==> src/rtl/coherence_fsm.sv <==
// MSI coherence next-state/output logic for one cache block slot.
// Decodes a snooped bus message or a local CPU request and registers the reaction.
module coherence_fsm #(
   parameter logic [2:0] PROC_ID = 3'd0
) (
   input  logic        clock,
   input  logic        reset,
   input  logic [1:0]  state,
   input  logic [21:0] cdb,
   input  logic        listen,
   output logic [1:0]  newState,
   output logic [21:0] emit,
   output logic        dataWB,
   output logic        abortMem
);

   typedef enum logic [1:0] {
      ST_I = 2'b00,
      ST_S = 2'b01,
      ST_M = 2'b10,
      ST_X = 2'b11
   } blk_state_t;

   localparam logic [21:0] CDB_IDLE   = 22'h3FFFFF;
   localparam logic [1:0]  OP_RD_MISS = 2'b00;
   localparam logic [1:0]  OP_WR_MISS = 2'b01;
   localparam logic [1:0]  OP_INV     = 2'b10;

   logic [1:0]  w_op;
   logic        w_hit;
   blk_state_t  w_cur;
   blk_state_t  w_next;
   logic        w_emit_en;
   logic [1:0]  w_emit_op;
   logic        w_wb;
   logic        w_abort;
   logic [21:0] w_emit;

   blk_state_t  r_new_state;
   logic [21:0] r_emit;
   logic        r_data_wb;
   logic        r_abort_mem;

   assign w_op  = cdb[21:20];
   assign w_hit = cdb[19];

   // Illegal state encoding behaves as Invalid.
   always_comb begin
      w_cur = ST_I;
      case (state)
         2'b01:   w_cur = ST_S;
         2'b10:   w_cur = ST_M;
         default: w_cur = ST_I;
      endcase
   end

   // Next-state and side-effect decode for snoop and CPU modes.
   always_comb begin
      w_next    = w_cur;
      w_emit_en = 1'b0;
      w_emit_op = OP_RD_MISS;
      w_wb      = 1'b0;
      w_abort   = 1'b0;
      if (cdb == CDB_IDLE) begin
         w_next = w_cur;
      end else if (listen) begin
         // Snoop: tags already matched by the parent; never emits.
         case (w_op)
            2'b00: begin
               case (w_cur)
                  ST_S: w_next = ST_S;
                  ST_M: begin
                     w_next  = ST_S;
                     w_wb    = 1'b1;
                     w_abort = 1'b1;
                  end
                  default: w_next = ST_I;
               endcase
            end
            2'b01: begin
               case (w_cur)
                  ST_M: begin
                     w_next  = ST_I;
                     w_wb    = 1'b1;
                     w_abort = 1'b1;
                  end
                  default: w_next = ST_I;
               endcase
            end
            2'b10: begin
               w_next = ST_I;
            end
            default: w_next = w_cur;
         endcase
      end else begin
         case (w_op)
            2'b00: begin
               case (w_cur)
                  ST_S: begin
                     w_next = ST_S;
                     if (!w_hit) begin
                        w_emit_en = 1'b1;
                        w_emit_op = OP_RD_MISS;
                     end else begin
                        w_emit_en = 1'b0;
                     end
                  end
                  ST_M: begin
                     if (!w_hit) begin
                        w_next    = ST_S;
                        w_wb      = 1'b1;
                        w_emit_en = 1'b1;
                        w_emit_op = OP_RD_MISS;
                     end else begin
                        w_next = ST_M;
                     end
                  end
                  default: begin
                     w_next    = ST_S;
                     w_emit_en = 1'b1;
                     w_emit_op = OP_RD_MISS;
                  end
               endcase
            end
            2'b01: begin
               w_next = ST_M;
               case (w_cur)
                  ST_S: begin
                     w_emit_en = 1'b1;
                     w_emit_op = w_hit ? OP_INV : OP_WR_MISS;
                  end
                  ST_M: begin
                     if (!w_hit) begin
                        w_wb      = 1'b1;
                        w_emit_en = 1'b1;
                        w_emit_op = OP_WR_MISS;
                     end else begin
                        w_emit_en = 1'b0;
                     end
                  end
                  default: begin
                     w_emit_en = 1'b1;
                     w_emit_op = OP_WR_MISS;
                  end
               endcase
            end
            default: w_next = w_cur;
         endcase
      end
   end

   assign w_emit = w_emit_en ? {w_emit_op, 1'b0, PROC_ID, cdb[15:13], 13'd0} : CDB_IDLE;

   // Output registers; reset overrides any bus activity in the same cycle.
   always_ff @(posedge clock) begin
      if (reset) begin
         r_new_state <= ST_I;
         r_emit      <= CDB_IDLE;
         r_data_wb   <= 1'b0;
         r_abort_mem <= 1'b0;
      end else begin
         r_new_state <= w_next;
         r_emit      <= w_emit;
         r_data_wb   <= w_wb;
         r_abort_mem <= w_abort;
      end
   end

   assign newState = r_new_state;
   assign emit     = r_emit;
   assign dataWB   = r_data_wb;
   assign abortMem = r_abort_mem;

endmodule

==> config.mk <==
export PLATFORM = sky130hd
export DESIGN_NAME = coherence_fsm
export DESIGN_NICKNAME = d
export VERILOG_FILES = /design/src/rtl/coherence_fsm.sv
export SDC_FILE = /design/constraint.sdc
export NUM_CORES = 1
export LEC_CHECK = 0
export ABC_AREA = 1
export ABC_CLOCK_PERIOD_IN_PS = 1900
export BUFFER_PORTS_ARGS = -buffer_cell sky130_fd_sc_hd__buf_2
export CAP_MARGIN = 40
export CORE_MARGIN = 3
export CORE_UTILIZATION = 40
export DETAILED_ROUTE_END_ITERATION = 16
export GPL_ROUTABILITY_DRIVEN = 0
export PLACE_DENSITY = 0.88
export REMOVE_ABC_BUFFERS = 1
export SLEW_MARGIN = 20
export SYNTH_ARGS = -nofsm -noshare
export SYNTH_HDL_FRONTEND = slang
export SYNTH_SLANG_ARGS = --single-unit
==> constraint.sdc <==
create_clock -name clock -period 1.9 [get_ports clock]
set_clock_uncertainty 0.1 [all_clocks]
set_input_delay 0.38 -clock clock [delete_from_list [all_inputs] [get_ports clock]]
set_output_delay 0.38 -clock clock [all_outputs]
set_load 0.01 [all_outputs]
# After elaboration in Yosys (flattened, before gate mapping)
# Cells that the tools add are included.
# totals
ramBits	0
word_cells	46
output_inout_bits	26
latch_bits	0
rom_bits	0
reg_bits	26
n_memories	0
# classes
n_reduce_logical	7
muxes	25
bitwise	2
eq_ne	7
n_mul	0
magnitude_cmp	0
div_mod_pow	0
shifts	0
add_sub_neg	0
# ops
cell	n
$eq 22x22->1 const B	1
$mux 20	1
$pmux 2 s2	4
$mux 2	7
$mux 1	12
$reduce_or 2->1	5
$eq 2x1->1 const B	3
$eq 2x2->1 const B	3
$reduce_or 3->1	1
$logic_not 2->1	1
$not 1->1	2
$pmux 1 s2	1

# Logic depth before layout (Yosys ltp)
# Gate-level depths: netlist of run 1.
# logic_depth
word_depth	10
depth_mapped	8
ltp_nobuf	8

# Worst setup path after synthesis of run 1
# No wires, ideal clock.
# synth_path
kind	input-to-reg
start	in state[0]
end	reg r_emit[13] (netlist: emit[13])
path_stages	6
setup_slack_ns	0.537
arrival_time_ns	1.143
t_required_ns	1.680
path_buffers	0
path_cell_list	inv_1 > ha_1 > o21ai_2 > nand2_2 > nand3_4 > or2_1
# synth_via
elab_chain_cells	10
word_cells_on_any_way	13
classes_between	eq/ne: 4; mux: 6; bitwise: 1; reduce/logical: 2
# synth_rtl
element	line	text
start: declaration	8	input logic [1:0] state,
$eq 2x2->1 / $eq 2x1->1 (equally long branches)	50	case (state)
$pmux 2 s2 *	50	
$eq 2x2->1 / $eq 2x1->1 (equally long branches)	98, 127	
$reduce_or 2->1 (no source line)	n/a	
$mux 1	n/a	
$pmux 1 s2 *	96	case (w_op)
$mux 1 *	66	end else if (listen) begin
$mux 1 *	64	if (cdb == CDB_IDLE) begin
$not 1->1 (no source line) *	n/a	
$reduce_or 2->1 (no source line) *	n/a	
end signal: assignment	163	r_emit <= w_emit;
end: declaration	40	logic [21:0] r_emit;
# Every way passes the cells marked *; elsewhere a longest branch is shown, timed or not.
# A chain may end at the register's enable or synchronous reset.

==> metrics.yaml, run 1 <==
outcome:
  status: "completed"
worst_setup_path:
  cp_num_buf_inv: 1
  cp_top_family: "flip-flops"
  cp-start-kind: "flop"
  critical-path-max-stage-delay_ns: 0.52
  endpoint_kind: "primary output"
  crit_type: "flop to primary output"
  worstPathArrival_ns: 0.97
  critPathSlowestCell: "dfxtp_1"
  cp.required_ns: 1.42
  crit_fanout: 17
  crit_chain: "buf_2"
global_routing:
  first_global_vias: 515
  grt_max_degree: 18
  antenna_found_initial: 0
  grt_pass1_wl_um: 1830
  met2_usage_pct: 22.5
  grt_use_met1_pct: 11.8
  grt.total_usage_pct: 12.2
  grtUsageMet3_pct: 2.34
  busiest_layer: "met2"
  overflow: 0
route:
  route.detailed.wl_per_inst_um: 9.20
  wirelength_um: 1330
  first_iter_violations: 9
  first_pass_iters: 4
  viasPerCell: 4.63
  antenna_left: 0
  vias: 672
  remaining_drc_errors: 0
timing:
  worst_pin_slew_ns: 0.333
  rsz0062_at_grt: "no"
  setup_viol: 0
  maxSlewViolCount: 0
  max_clock_freq_ghz: 0.689
  min_period_over_period_pct: 76.4
  finalSetupTns_ns: 0
  slew_headroom_pct: 77.8
  hold_viol: 0
  period_needed_ns: 1.45
final_layout:
  fillers: 135
  drive_gt1_share_pct: 46.9
  diodes: 0
  fin_nets: 162
  final_area_um2: 846
  syn_to_final_growth_pct: 30.0
  final_util_pct: 59.8
floorplan:
  initial_core_util_pct: 46.0
  dieArea_um2: 2150
  ios: 53
  rows: 13
  die_h_um: 46.3
  coreArea_um2: 1420
  die_w_um: 46.3
power_and_ir_drop:
  p_sw_share_pct: 26.1
  p_leak_nw: 0.440
  p_int_w: 0.000383
  pwr-share-seq_pct: 42.6
  peakVddDrop_mv: 0.224
  p_comb_share_pct: 21.2
  p_sw_w: 0.000135
  clockPowerShare_pct: 36.2
  power_density_nw_per_um2: 612
cts:
  cts_root_buf: "clkbuf_4"
  cts_tree: "built"
  htree_levels: 1
  cts_setup_buffers: 0
  cts_sinks: 10
  post_cts_resized: 0
  clkTransAtPathRegs_ns: 0.07
  cts-buffers-inserted: 3
  cts_hold_buf: 0
  cts.path.max_buffers: 2
place:
  dp_hpwl_um: 1180
  place_area_um2: 810
  port_buffers: 52
worst_hold_path:
  hp-class: "primary input to flop"
synth:
  yosysTopAreaCellShare_pct: 30.8
  ys_top_cells_by_area: "dfxtp_1 31%, buf_4 18%, nand2_1 11%"
  syn_inst: 90
  synth_cell_type_count: 19
  ys_seq_area_share_pct: 30.8
  synthesis.area_um2: 651
  syn_avg_cell_area_um2: 7.23
  yosysTopAreaCell: "dfxtp_1"
  ys_ff_latch: 10
  yosys_warnings: 0
job:
  drv.max_cap_violation_count: 0
==> Yosys cell counts, drive strengths merged <==
| cell type | instances |
|---|---|
| nand2 | 20 |
| buf | 16 |
| inv | 11 |
| dfxtp | 10 |
| nor2 | 10 |
| o21ai | 6 |
| ha | 4 |
| nand3 | 3 |
| nand4 | 3 |
| or2 | 3 |
| a21oi | 2 |
| nor3 | 1 |
| o211ai | 1 |
==> cell usage in the layout, fill, tap and decap left out, types with 2 or more instances in the layout <==
master / netlist / layout
nand2_1: 19 / 19
clkbuf_4: 0 / 3
a21oi_1: 2 / 2
nand3_1: 2 / 2
buf_2: 0 / 52
o21ai_0: 2 / 2
or2_1: 3 / 3
dfxtp_1: 10 / 10
o21ai_1: 3 / 3
nand4_1: 3 / 3
ha_1: 4 / 4
nor2_1: 9 / 9
inv_1: 10 / 10
==> area by class of cell <==
| type | count | area (µm²) | area share, % |
|---|---|---|---|
| Multi-Input combinational cell | 53 | 289 | 34.2 |
| Clock buffer | 4 | 36.3 | 4.29 |
| Sequential cell | 10 | 200 | 23.7 |
| Timing Repair Buffer | 52 | 260 | 30.8 |
| Tap cell | 15 | 18.8 | 2.22 |
| Inverter | 11 | 41.3 | 4.88 |
==> power by group through the flow <==
stage	logic, W	registers (W)	clock network (W)
final	0.000110	0.000221	0.000187
after CTS	0.000111	0.000221	0.000189
after floorplan	0.0000389	0.000239	0
after detailed placement	0.000111	0.000226	0
after global routing	0.000123	0.000222	0.000200
after global placement	0.000108	0.000225	0
==> cell families after synthesis <==
family,count (synthesis),share of synthesized area [%]
adders and majority gates,4,7.69
DFF,10,30.8
and+or+nand+nor,40,28.8
buffers and inverters,27,24.8
AOI/OAI and AO/OA,9,7.88
==> stage by stage <==
step,power [W],worst slack [ns],std cells,hold WS [ns]
after global placement,0.000333,0.386,141,0.472
after global routing,0.000544,0.340,145,0.204
after detailed placement,0.000337,0.342,141,0.474
final,0.000518,0.448,145,0.201
after floorplan,0.000278,0.0601,74,0.349
after CTS,0.000521,0.420,145,0.201
==> flip-flops by register name (all words and copies together), names as in the netlist <==
name / cells
dataWB: 1
emit: 6
abortMem: 1
newState: 2
==> routing by layer <==
layer / wire [µm] / vias up / share of wire [%]
met5: 0 / - / 0
met4: 23 / 0 / 1.7
met3: 226 / 2 / 17
met2: 567 / 47 / 43
met1: 516 / 277 / 39
li1: - / 346 / -
==> worst paths after layout <==
| path | from | to | cells after the start | slack (ns) |
|---|---|---|---|---|
| min | reset | newState[0] | 2 | 0.20 |
| max | emit[18] | emit[19] | 1 | 0.45 |
Note: power is estimated with default switching activity, not from simulation.
==> inputs of run 2 (changes only) <==
--- a/config.mk
+++ b/config.mk
@@ -5,15 +5,15 @@
 export SDC_FILE = /design/constraint.sdc
 export NUM_CORES = 1
 export LEC_CHECK = 0
-export ABC_AREA = 1
-export ABC_CLOCK_PERIOD_IN_PS = 1900
+export ABC_AREA = 0
+export ABC_CLOCK_PERIOD_IN_PS = 1400
 export BUFFER_PORTS_ARGS = -buffer_cell sky130_fd_sc_hd__buf_2
 export CAP_MARGIN = 40
 export CORE_MARGIN = 3
-export CORE_UTILIZATION = 40
+export CORE_UTILIZATION = 35
 export DETAILED_ROUTE_END_ITERATION = 16
 export GPL_ROUTABILITY_DRIVEN = 0
-export PLACE_DENSITY = 0.88
+export PLACE_DENSITY = 0.83
 export REMOVE_ABC_BUFFERS = 1
 export SLEW_MARGIN = 20
 export SYNTH_ARGS = -nofsm -noshare
==> constraint.sdc (replaced) <==
create_clock -name clock -period 1.4 [get_ports clock]
set_clock_uncertainty 0.1 [all_clocks]
set_input_delay 0.28 -clock clock [delete_from_list [all_inputs] [get_ports clock]]
set_output_delay 0.28 -clock clock [all_outputs]
set_load 0.01 [all_outputs]
==> metrics.yaml, run 2 <==
outcome:
  status: "completed"
global_routing:
  first_global_vias: 399
  grt_max_degree: 18
  antenna_found_initial: 0
  grt.total_usage_pct: 9.90
  overflow: 0
  grt_pass1_wl_um: 1500
timing:
  max_clock_freq_ghz: 0.749
  rsz0062_at_grt: "no"
  setup_viol: 0
  worst_pin_slew_ns: 0.281
  slew_headroom_pct: 81.0
  finalSetupTns_ns: 0
  period_needed_ns: 1.34
  min_period_over_period_pct: 95.4
  hold_slack_ns: 0.102
  hold_viol: 0
  maxSlewViolCount: 0
route:
  first_pass_iters: 1
  antenna_left: 0
  first_iter_violations: 0
  wirelength_um: 1040
  remaining_drc_errors: 0
  top_layer: "met4"
  route.detailed.wl_per_inst_um: 9.60
  viasPerCell: 4.53
  vias: 489
  dr_wl_met3_um: 145
  wl_met2_um: 488
  wl_met1_um: 385
synth:
  yosysTopAreaCellShare_pct: 35.0
  yosysTopAreaCell: "dfxtp_1"
  synthesis.area_um2: 572
  ys_seq_area_share_pct: 35.0
  synthArstFlopShare_pct: 0
  synth_edf_count: 0
  ys_top_cells_by_area: "dfxtp_1 35%, buf_4 21%, ha_1 8.8%"
  synth_cell_type_count: 19
  synth_common_cells: "16 x buf_4, 10 x dfxtp_1, 6 x inv_1, 5 x nand2b_1, 4 x ha_1"
  ys.flop_type: "dfxtp_1"
  yosysMostFrequentCell: "buf_4"
  ys_ff_latch: 10
  syn_inst: 62
  syn_avg_cell_area_um2: 9.22
  yosys_warnings: 0
final_layout:
  final_area_um2: 741
  fillers: 142
  syn_to_final_growth_pct: 29.5
  final_cell_mix: "36 x buf_2, 9 x dfxtp_1, 7 x buf_4"
  diodes: 0
  final_common_cell: "buf_2"
  fin_nets: 125
  largest_reg_flops: 6
  drive_gt1_share_pct: 54.8
cts:
  cts_root_buf: "clkbuf_4"
  cts_sinks: 10
  htree_levels: 1
  cts-buffers-inserted: 3
  cts.path.max_buffers: 2
  cts_hold_buf: 0
  cts_tree: "built"
  clkTransAtPathRegs_ns: 0.06
worst_setup_path:
  crit_fanout: 5
  worstPathArrival_ns: 1.37
  cp.required_ns: 1.43
  endpoint_kind: "flop"
  crit_type: "primary input to flop"
  cp-start-kind: "primary input"
floorplan:
  die_w_um: 46.4
  rows: 13
  die_h_um: 46.4
  dieArea_um2: 2150
  initial_core_util_pct: 40.4
  ios: 53
  coreArea_um2: 1420
place:
  place_area_um2: 703
  port_buffers: 36
  dp_hpwl_um: 903
power_and_ir_drop:
  p_leak_nw: 0.365
  p_total_w: 0.000674
  peakVddDrop_mv: 0.307
  power_density_nw_per_um2: 910
job:
  drv.max_cap_violation_count: 0
worst_hold_path:
  hp-class: "primary input to flop"
[run 2: cell type report]
type                    instances  area [µm²]  area share, %
repair buffers                 43         233           31.4
multi-input cells              30         229           30.9
flip-flops and latches         10         201           27.2
clock buffers                   4        36.3           4.90
inverters                       6        22.5           3.04
well taps                      15        18.8           2.53
[run 2: routing by layer]
layer	GRT usage (%)	vias up
met3	1.17	2
li1	-	254
met1	10.7	201
met4	6.82	0
met5	0	-
met2	17.6	32
[run 2: final timing paths]
path	startpoint	endpoint	slack [ns]	depth (start not counted)
min	cdb[13]	emit[13]	0.10	2
max	state[0]	emit[21]	0.06	6
[run 2: what timing repair did]
item | 4_1_cts | 5_1_grt
gates resized for setup | 0 | 2
setup endpoints to repair | 0 | 18
setup buffers | 0 | 0
[run 2: cell families after synthesis]
group	share of synthesized area (%)
buffers and inverters	24.9
and+or+nand+nor	16.6
AOI/OAI and AO/OA	14.7
DFF	35.0
adders and majority gates	8.75
[run 2: worst max-delay path, cell delays in order]
cell     delay, ns
buf_2         0.08
inv_1         0.05
ha_1          0.28
or2b_2        0.31
a31oi_4       0.24
o41ai_1       0.11
[run 2: stage by stage]
| step | utilization [%] | std cells | setup slack (ns) |
|---|---|---|---|
| floorplan | - | 46 | -0.340 |
| global placement | 49.7 | 104 | -0.176 |
| detailed placement | 49.7 | 104 | -0.209 |
| CTS | 52.3 | 108 | 0.0226 |
| global route | 52.3 | 108 | 0.00640 |
| finish | 52.3 | 108 | 0.0644 |
[run 2: report_power, final]
| group | switching [W] | internal (W) | total, W |
|---|---|---|---|
| combinational | 0.0000671 | 0.0000643 | 0.000131 |
| clock | 0.0000859 | 0.000157 | 0.000243 |
| sequential | 0.00000458 | 0.000295 | 0.000299 |
| total | 0.000158 | 0.000516 | 0.000674 |
